<file path="src/rtl/status_reg_stack.sv">
// Status register with masked ALU / full decoder writes and a LIFO save stack
// for interrupt entry/return, with a sticky overflow/underflow/conflict flag.
module status_reg_stack #(
   parameter int NumStatusBits = 3,
   parameter int StackDepth    = 4
) (
   input  logic                             clk,
   input  logic                             res_n,
   input  logic                             wr_en,
   input  logic                             sel_stat_in_alu_decoder,
   input  logic [NumStatusBits-1:0]         alu_status,
   input  logic [NumStatusBits-1:0]         alu_mask,
   input  logic [NumStatusBits-1:0]         dec_status,
   input  logic                             push,
   input  logic                             pop,
   input  logic                             err_clr,
   output logic [NumStatusBits-1:0]         status,
   output logic [$clog2(StackDepth+1)-1:0]  stack_level,
   output logic                             stack_full,
   output logic                             stack_empty,
   output logic                             stack_err
);

   localparam int LW = $clog2(StackDepth+1);

   logic [NumStatusBits-1:0] status_r;
   logic [LW-1:0]            level_r;
   logic                     err_r;
   logic [NumStatusBits-1:0] slots_r [StackDepth];

   logic                     full_s;
   logic                     empty_s;
   logic                     push_ok_s;
   logic                     pop_ok_s;
   logic                     err_evt_s;
   logic [NumStatusBits-1:0] top_s;
   logic [NumStatusBits-1:0] status_nxt_s;
   logic [LW-1:0]            level_nxt_s;

   assign full_s  = (level_r == LW'(StackDepth));
   assign empty_s = (level_r == LW'(0));

   // Classify stack requests: conflicting or impossible requests only raise the error.
   always_comb begin
      push_ok_s = push & ~pop & ~full_s;
      pop_ok_s  = pop & ~push & ~empty_s;
      err_evt_s = (push & pop) | (push & ~pop & full_s) | (pop & ~push & empty_s);
   end

   // Top-of-stack read; compare-based select keeps the level width independent of the slot index width.
   always_comb begin
      top_s = '0;
      for (int i = 0; i < StackDepth; i++) begin
         if (level_r == LW'(i + 1)) begin
            top_s = slots_r[i];
         end else begin
            top_s = top_s;
         end
      end
   end

   // Next status and level: a successful pop overrides any write in the same cycle.
   always_comb begin
      status_nxt_s = status_r;
      level_nxt_s  = level_r;
      if (pop_ok_s) begin
         status_nxt_s = top_s;
         level_nxt_s  = level_r - LW'(1);
      end else if (wr_en) begin
         if (sel_stat_in_alu_decoder) begin
            status_nxt_s = (status_r & ~alu_mask) | (alu_status & alu_mask);
         end else begin
            status_nxt_s = dec_status;
         end
      end else begin
         status_nxt_s = status_r;
      end
      if (push_ok_s) begin
         level_nxt_s = level_r + LW'(1);
      end else begin
         level_nxt_s = level_nxt_s;
      end
   end

   // State registers; a push saves the pre-edge status into the slot at the current level.
   always_ff @(posedge clk or negedge res_n) begin
      if (!res_n) begin
         status_r <= '0;
         level_r  <= '0;
         err_r    <= 1'b0;
         for (int i = 0; i < StackDepth; i++) begin
            slots_r[i] <= '0;
         end
      end else begin
         status_r <= status_nxt_s;
         level_r  <= level_nxt_s;
         if (err_evt_s) begin
            err_r <= 1'b1;
         end else if (err_clr) begin
            err_r <= 1'b0;
         end else begin
            err_r <= err_r;
         end
         for (int i = 0; i < StackDepth; i++) begin
            if (push_ok_s && (level_r == LW'(i))) begin
               slots_r[i] <= status_r;
            end else begin
               slots_r[i] <= slots_r[i];
            end
         end
      end
   end

   assign status      = status_r;
   assign stack_level = level_r;
   assign stack_full  = full_s;
   assign stack_empty = empty_s;
   assign stack_err   = err_r;

endmodule

</file>
<file path="config.mk">
export PLATFORM = sky130hd
export DESIGN_NAME = status_reg_stack
export DESIGN_NICKNAME = d
export VERILOG_FILES = /design/src/rtl/status_reg_stack.sv
export SDC_FILE = /design/constraint.sdc
export NUM_CORES = 1
export LEC_CHECK = 0
export BUFFER_PORTS_ARGS = -buffer_cell sky130_fd_sc_hd__buf_4
export CAP_MARGIN = 20
export CELL_PAD_IN_SITES_DETAIL_PLACEMENT = 1
export CELL_PAD_IN_SITES_GLOBAL_PLACEMENT = 2
export CORE_ASPECT_RATIO = 1.4
export CORE_MARGIN = 3
export CORE_UTILIZATION = 36
export DETAILED_ROUTE_END_ITERATION = 10
export PLACE_DENSITY = 0.81
export SLEW_MARGIN = 20
export SYNTH_ARGS = -nofsm -noshare
export SYNTH_HDL_FRONTEND = slang
export SYNTH_SLANG_ARGS = --single-unit
</file>
<file path="constraint.sdc">
create_clock -name clk -period 4.1 [get_ports clk]
set_clock_uncertainty 0.1 [all_clocks]
set_input_delay 0 -clock clk [delete_from_list [all_inputs] [get_ports clk]]
set_output_delay 0 -clock clk [all_outputs]
set_load 0.01 [all_outputs]
</file>
==> flow_summary.yaml, run 1 <==
cts:
  numCtsBuffers: 3
  cts-root-buf: "clkbuf_8"
  cts_tree: "built"
  clock_tree.buffer_depth: 2
  h_tree_levels: 1
  clock_insertion_delay_worst_skew_ps: 250
  postCtsSetupRepairBufs: 0
  path_clk_slew_ps: 70
  cts.repair.resized: 0
  cts.sink_count: 19
sta:
  worst_pin_slew_ps: 411
  timing.final.setup_violations: 0
  fin_crit_ps: 2720
  fin_tns_setup_ps: 0
  achievable-frequency_ghz: 0.368
  fin_ws_ps: 1380
  grt_setup_unrepaired: "false"
  maxSlewHeadroom_pct: 72.6
  slew_viol_final: 0
  layout_worst_path_cycle_share_pct: 66.3
  finalHoldViolCount: 0
route:
  ant_nets: 0
  post_drt_wl_per_cell_um: 16.2
  post-route-drc-count: 0
  detailroute.via_count: 961
  drc_violation_total_after_the_first_tritonroute_iteration: 19
  post_drt_via_cell_ratio: 5.43
  drt_pre_antenna_iters: 4
  route.final.wire_length_um: 2870
finish:
  layoutNonFillerInstCount: 177
  area_growth_syn_to_layout_pct: 24.5
  filler_cell_count: 359
  regArea_sq_um: 475
  multi_input_area_sq_um: 633
  diodes: 0
  layout.core_utilization_pct: 48.6
  post_route_cells_drive_above_1_share_pct: 33.6
  nNetsFinal: 163
placed_design:
  hpwlAfterDp_um: 2280
  place_ws_ps: 1900
  routabilityCongestion: 0.853
  numPortBuffers: 24
  placedCellCount: 168
power:
  cellPowerDensity_nw_per_um2: 613
  power.combinational.fraction_pct: 45.4
  switching_share_pct: 38.0
  ir_worst_vdd_uv: 305
  power.share.clock_pct: 14.4
  power.share.sequential_pct: 40.2
  internal_power_w: 0.000553
  total_power_w: 0.000891
  power_switching_w: 0.000338
  total_leakage_power_nw: 0.663
worst_setup_path:
  timing.critical_path.arrival_ps: 2760
  crit_path_frequent_cell: "dlygate4sd3_1"
  setup.worst_path.start_class: "flop"
  worstSetupEndpointType: "flop"
  crit_buf_inv: 3
  critPathMaxStageDelay_ps: 560
  crit_slowest_cell: "dlygate4sd3_1"
  critical_path.max_fanout: 10
  rr_endpoint: "stack_err"
  timing.critical_path.max_delay_family: "buffers and inverters"
  worst_r2r_startpoint: "stack_level[1]"
  r2r.worst_path.cells: 7
  critical_path.cell_chain: "inv_1 -> ha_1 -> and2_1 -> a21oi_1 -> dlygate4sd3_1 -> nand2_1 -> dlygate4sd3_1"
  r2r_slack_ps: 1380
  timing.setup.critical_path_class: "flop to flop"
  worstPathRequired_ps: 4140
logic_synthesis:
  yosys.cell_types.count: 30
  synth_area_leaders: "dfrtp_1 41%, mux2_2 12%, ha_1 6.4%, a221oi_1 4.5%, nand2_1 4.2%"
  ys_seq_area_share_pct: 40.7
  synthesis.instances: 112
  syn-mean-instance-area_sq_um: 10.4
  synth-seq-cells: 19
  yosys.area.top_type_share_pct: 40.7
  synth.net_count: 134
  yosys_warnings: 0
  post-synth-top-area-cell: "dfrtp_1"
  synthMostInstantiatedCell: "dfrtp_1"
  mappedNetlistArea_sq_um: 1170
  synth_edf_count: 0
  synth.cells.most_frequent: "19 x dfrtp_1, 13 x nand2_1, 12 x mux2_2"
  ys_async_sr_fraction_pct: 100
  yosys_most_used_dff: "dfrtp_1"
hold_path:
  whs_path_depth: 3
  holdCritPathClass: "input pin to flop"
  hold_start: "wr_en"
status:
  outcome: "finished clean"
global_routing:
  grt_pass1_vias: 1069
  grt_first_pass_wirelength_um: 4850
  grt.total_usage_pct: 16.6
  antenna_found_initial: 0
  largest_net_degree_at_the_start_of_global_routing: 20
  overflow: 0
floorplanning:
  die_height_um: 73.4
  initial_utilization_pct: 39.0
  i_o_pin_cnt: 25
  design.die.area_sq_um: 3970
  coreArea_sq_um: 2990
  placement_rows: 23
  chipWidth_um: 54.1
run:
  max_cap_violations: 0
cell usage in the layout, fill, tap and decap left out, types with 2 or more instances in the layout:
cell type       n
buf_4          24
clkbuf_8        3
nor2b_1         4
dfrtp_1        19
a221oi_1        6
and3_1          3
inv_1           6
mux2_2         12
ha_1            6
o22ai_1         4
nand2b_1        2
a21boi_0        3
o21ai_0         3
o32a_2          3
nor2_1          6
a21oi_1         4
and2_1          2
dlygate4sd3_1   5
nand2_1        13
what timing repair did:
action | CTS | global route
hold endpoints to repair | 21 | 0
endpoints found under the setup margin | 0 | 0
hold buffers | 5 | 0
power groups by stage:
stage | logic [W] | clock network, W | registers, W
finish | 0.000405 | 0.000128 | 0.000358
global route | 0.000460 | 0.000141 | 0.000374
CTS | 0.000411 | 0.000134 | 0.000361
detailed placement | 0.000395 | 0 | 0.000365
global placement | 0.000389 | 0 | 0.000361
floorplan | 0.000295 | 0 | 0.000331
worst reg2reg max path: cells and delay by family, from the launching register on:
kind,cells,cell delay (ps)
AND/OR/NAND/NOR,2,340
adder cells (fa/ha/maj),1,320
AO/OA/AOI/OAI,1,160
flip-flops,1,460
buffers and inverters,3,1230
metrics by stage:
step | hold slack, ps | cell area (sq um)
final | 14.1 | 1450
after global routing | 37.4 | 1450
after CTS | 8.75 | 1450
after detailed placement | -209 | 1360
after global placement | -214 | 1360
after floorplan | -396 | 1170
cell type report:
type	count	share of cell area, %
well taps	37	3.18
flip-flops and latches	19	32.7
clock buffers	3	2.84
multi-input cells	82	43.5
clock inverters	1	0.344
inverters	6	1.55
repair buffers	29	15.8
worst max-delay path by stage:
stage,to,slack (ps),depth (start not counted),from
floorplan,slots_r[0],2170,7,stack_level[1]
global placement,flop,2030,6,stack_level[2]
detailed placement,flop,1900,6,stack_level[2]
CTS,stack_err,1400,7,stack_level[1]
global route,stack_err,1270,7,stack_level[1]
finish,stack_err,1380,7,stack_level[1]
kinds of logic (layout without fill, tap and decap cells):
kind of cell | Yosys count | in the layout | synth area share (%)
xor gates and xnor gates | 2 | 2 | 1.50
adders and majority gates | 6 | 6 | 6.43
buffers and inverters | 11 | 39 | 5.04
and+or+nand+nor | 34 | 34 | 16.6
DFF | 19 | 19 | 40.7
AOI/OAI and AO/OA | 27 | 27 | 17.3
muxes | 13 | 13 | 12.4
metal layers:
metal	wire [um]	vias up	GRT usage [%]	part of all wire, %
met2	1620	20	32.1	56
met4	19	0	4.99	0.66
met1	1110	480	18.0	39
li1	-	459	-	-
met3	123	2	1.42	4.3
met5	0	-	0	0
No activity file was read; power rests on OpenSTA's default activity.
==> run 2: changes to the inputs <==
Settings changed: CORE_UTILIZATION 36 to 30, PLACE_DENSITY 0.81 to 0.72.
Clock period 4.1 ns to 2.45 ns, I/O delays scaled along.
==> run 2 against run 1 <==
Net effect: register-to-register slack got worse by 940 ps; flip-flop and latch count did not move; critical path depth fell by 1; sequential power increased by 59%; non-clock buffer count is 1 higher; largest cell class unchanged.
==> flow_summary.yaml, run 2 (synthesis gave the netlist of run 1 again) <==
run:
  max_cap_violations: 0
route:
  route.final.wire_length_um: 3030
  detailroute.via_count: 959
  ant_nets: 0
  post-route-drc-count: 0
  drc_violation_total_after_the_first_tritonroute_iteration: 10
  post_drt_wl_per_cell_um: 16.5
  post_drt_via_cell_ratio: 5.24
  drt_pre_antenna_iters: 3
finish:
  layoutNonFillerInstCount: 183
  filler_cell_count: 447
  area_growth_syn_to_layout_pct: 25.4
  nNetsFinal: 164
  layout.cells.most_common_list: "26 x buf_4, 19 x dfrtp_1, 13 x nand2_1, 12 x mux2_2"
  diodes: 0
  post_route_cells_drive_above_1_share_pct: 34.0
  layout.cells.most_common: "buf_4"
  stdcell_area_sq_um: 1460
sta:
  layout_worst_path_cycle_share_pct: 82.0
  timing.final.setup_violations: 0
  fin_tns_setup_ps: 0
  slew_viol_final: 0
  grt_setup_unrepaired: "false"
  finalHoldViolCount: 0
  achievable-frequency_ghz: 0.498
  fin_crit_ps: 2010
  maxSlewHeadroom_pct: 75.5
  worst_pin_slew_ps: 367
floorplanning:
  design.die.area_sq_um: 4690
  die_height_um: 79.8
  placement_rows: 26
  i_o_pin_cnt: 25
  coreArea_sq_um: 3710
  chipWidth_um: 58.7
  initial_utilization_pct: 31.5
global_routing:
  largest_net_degree_at_the_start_of_global_routing: 20
  overflow: 0
  grt_first_pass_wirelength_um: 5160
  grt_pass1_vias: 1076
  grt.total_usage_pct: 14.6
  antenna_found_initial: 0
cts:
  postCtsSetupRepairBufs: 0
  h_tree_levels: 1
  cts_tree: "built"
  cts-root-buf: "clkbuf_8"
  cts.sink_count: 19
  clock_insertion_delay_worst_skew_ps: 250
  numCtsBuffers: 3
  cts.repair.resized: 0
  path_clk_slew_ps: 70
  clock_tree.buffer_depth: 2
worst_setup_path:
  timing.critical_path.arrival_ps: 2050
  timing.setup.critical_path_class: "flop to flop"
  setup.worst_path.start_class: "flop"
  critical_path.max_fanout: 7
  worstPathRequired_ps: 2490
  worstSetupEndpointType: "flop"
power:
  ir_worst_vdd_uv: 470
  cellPowerDensity_nw_per_um2: 1050
  total_leakage_power_nw: 0.666
  total_power_w: 0.00153
placed_design:
  hpwlAfterDp_um: 2430
  numPortBuffers: 24
  place_area_sq_um: 1380
  placedCellCount: 175
  routabilityCongestion: 0.798
hold_path:
  holdCritPathClass: "input pin to flop"
status:
  outcome: "finished clean"
[run 2: critical path: stages (launching register included)]
cell and delay, ps:
dfrtp_1 460, inv_1 120, ha_1 220, and2_1 250
a21oi_1 160, dlygate4sd3_1 550, nand2_1 50
[run 2: per-stage QoR]
stage               util (%)  worst slack, ps  hold slack (ps)
floorplan                  -              523             -396
global placement        37.2              534             -209
detailed placement      37.2              455             -202
CTS                     39.5              420             12.7
global route            39.5              232             31.0
finish                  39.5              442             16.8
[run 2: repair_timing]
item                                    in CTS  in global routing
endpoints found under the setup margin       0                  0
hold buffers                                 4                  0
endpoints found under the hold margin       21                  0
[run 2: cell type report]
type                            instances  area (sq um)  share of cell area [%]
Timing Repair Buffer                   30           235                    16.1
Inverter                                6          22.5                    1.54
Multi-Input combinational cell         82           633                    43.2
Sequential cell                        19           475                    32.5
Clock buffer                            4          45.0                    3.08
Tap cell                               42          52.6                    3.59
[run 2: power breakdown]
group,switching (W),internal [W]
clock network,0.0000997,0.000115
logic,0.000370,0.000379
registers,0.000117,0.000451
[run 2: layer usage]
metal | global-route usage (%) | up-vias | share of wire [%]
li1 | - | 462 | -
met1 | 14.8 | 477 | 37
met2 | 29.2 | 18 | 58
met3 | 1.62 | 2 | 4.3
met4 | 4.76 | 0 | 0.50
met5 | 0 | - | 0
[run 2: path summary, 6_finish.rpt]
check	start	endpoint	slack (ps)	cells after the start
worst min register to register	slots_r[5]	slots_r[5]	420	1
worst max-delay path	stack_level[1]	stack_err	440	6
min in group asynchronous	res_n	slots_r[2]	60	2
worst max register to register	stack_level[1]	stack_err	440	6
max in group asynchronous	res_n	async pin	1970	2
worst min-delay path	wr_en	flop	20	3
==> run 3: changes to the inputs <==
Settings changed: CORE_UTILIZATION 30 to 33, PLACE_DENSITY 0.72 to 0.75.
Clock period 2.45 ns to 2 ns, I/O delays scaled along.
==> run 3 against run 2 <==
Net effect: maximum frequency up 5.0%; core utilization up 8.3 points; combinational power up 39%; largest cell class unchanged; highest routed layer unchanged.
==> flow_summary.yaml, run 3 (synthesis gave the netlist of run 1 again) <==
floorplanning:
  die_height_um: 76.4
  placement_rows: 24
  i_o_pin_cnt: 25
  chipWidth_um: 56.3
  coreArea_sq_um: 3240
  design.die.area_sq_um: 4300
  initial_utilization_pct: 36.0
cts:
  cts_tree: "built"
  clock_insertion_delay_worst_skew_ps: 260
  cts.sink_count: 19
  numCtsBuffers: 3
  path_clk_slew_ps: 70
  cts-root-buf: "clkbuf_8"
  h_tree_levels: 1
  clock_tree.buffer_depth: 2
sta:
  finalHoldViolCount: 0
  finalHoldWorstSlack_ps: 50.7
  grt_setup_unrepaired: "true"
  maxSlewHeadroom_pct: 71.1
  fin_tns_setup_ps: 0
  slew_viol_final: 0
  worst_pin_slew_ps: 433
  achievable-frequency_ghz: 0.523
  fin_crit_ps: 1910
  layout_worst_path_cycle_share_pct: 95.6
  timing.final.setup_violations: 0
placed_design:
  placedCellCount: 176
  place_area_sq_um: 1410
  numPortBuffers: 24
  hpwlAfterDp_um: 2370
  routabilityCongestion: 0.805
route:
  met3RoutedLength_um: 98
  ant_nets: 0
  route.met2.wl_um: 1720
  routedLengthMet1_um: 1250
  post_drt_via_cell_ratio: 5.16
  route.top_layer_used: "met4"
  drc_violation_total_after_the_first_tritonroute_iteration: 9
  route.final.wire_length_um: 3120
  drt_pre_antenna_iters: 3
  detailroute.via_count: 970
  post-route-drc-count: 0
  post_drt_wl_per_cell_um: 16.6
finish:
  area_growth_syn_to_layout_pct: 32.8
  stdcell_area_sq_um: 1550
  diodes: 0
  layout.cells.most_common: "buf_4"
  layoutNonFillerInstCount: 188
  nNetsFinal: 172
  layout.cells.most_common_list: "33 x buf_4, 19 x dfrtp_1, 13 x nand2_1, 12 x mux2_2"
  post_route_cells_drive_above_1_share_pct: 39.6
worst_setup_path:
  worst_r2r_startpoint: "stack_level[0]"
  timing.critical_path.arrival_ps: 1960
  worstSetupEndpointType: "flop"
  crit_slowest_cell: "a221oi_1"
  setup.worst_path.start: "stack_level[0]"
  worstPathRequired_ps: 2050
  timing.setup.critical_path_class: "flop to flop"
  critical_path.cell_chain: "inv_1 -> ha_1 -> and2_1 -> a221oi_1 -> a221oi_2 -> o32a_2"
  r2r_slack_ps: 90
  critical_path.max_fanout: 6
  setup.worst_path.start_class: "flop"
  r2r.worst_path.cells: 6
  critPathMaxStageDelay_ps: 390
power:
  cellPowerDensity_nw_per_um2: 1290
  total_leakage_power_nw: 0.705
  ir_worst_vdd_uv: 541
global_routing:
  grt.total_usage_pct: 15.3
  grt_first_pass_wirelength_um: 5010
  grt_pass1_vias: 1061
  antenna_found_initial: 0
  overflow: 0
  largest_net_degree_at_the_start_of_global_routing: 20
hold_path:
  holdCritPathClass: "input pin to async pin"
run:
  max_cap_violations: 0
status:
  outcome: "finished clean"
run 3: cell count changes in the layout (fill, tap and decap cells not counted), sizes merged:
cell	before	now
buf	26	33
dlygate4sd3	4	5
run 3: area by class of cell:
| class | instances | area, sq um |
|---|---|---|
| fill | 387 | 1690 |
| sequential | 19 | 475 |
| inverter | 6 | 22.5 |
| multi-input combinational | 82 | 661 |
| timing repair buffer | 38 | 298 |
| clock buffer | 4 | 45.0 |
| tap | 39 | 48.8 |
run 3: critical path: cells and delay by family (launching register included):
family,cells,cell delay [ps]
AO/OA/AOI/OAI,3,710
flip-flops,1,380
adder cells (fa/ha/maj),1,250
AND/OR/NAND/NOR,1,250
buffers and inverters,1,110
run 3: how the worst min path moves through the flow:
stage	cells after the start	to	slack [ps]	start
after CTS	2	stack_err	60	res_n
after floorplan	0	async pin	-400	res_n
after detailed placement	1	stack_err	-210	res_n
after global routing	2	stack_err	70	res_n
after global placement	1	stack_err	-210	res_n
final	2	stack_err	50	res_n
run 3: through the flow:
| step | total power (W) | util, % | setup WS [ps] |
|---|---|---|---|
| final | 0.00200 | 47.8 | 87.5 |
| after global routing | 0.00216 | 47.8 | -77.6 |
| after CTS | 0.00194 | 46.3 | 11.8 |
| after detailed placement | 0.00166 | 43.3 | 19.9 |
| after global placement | 0.00162 | 43.3 | 53.6 |
| after floorplan | 0.00128 | - | 73.0 |
run 3: metal layers:
| metal | GRT usage, % | up-vias |
|---|---|---|
| li1 | - | 477 |
| met1 | 16.5 | 469 |
| met2 | 28.3 | 20 |
| met3 | 1.69 | 4 |
| met4 | 8.08 | 0 |
| met5 | 0 | - |
run 3: power by group:
part	internal [W]	switching, W
registers	0.000552	0.000130
logic	0.000540	0.000503
clock network	0.000142	0.000133
run 3: repair_timing:
| action | 4_1_cts | 5_1_grt |
|---|---|---|
| setup endpoints to repair | 0 | 3 |
| endpoints found under the hold margin | 24 | 0 |
| gates resized for setup | 0 | 5 |
| setup buffers | 0 | 3 |
| hold buffers | 5 | 0 |
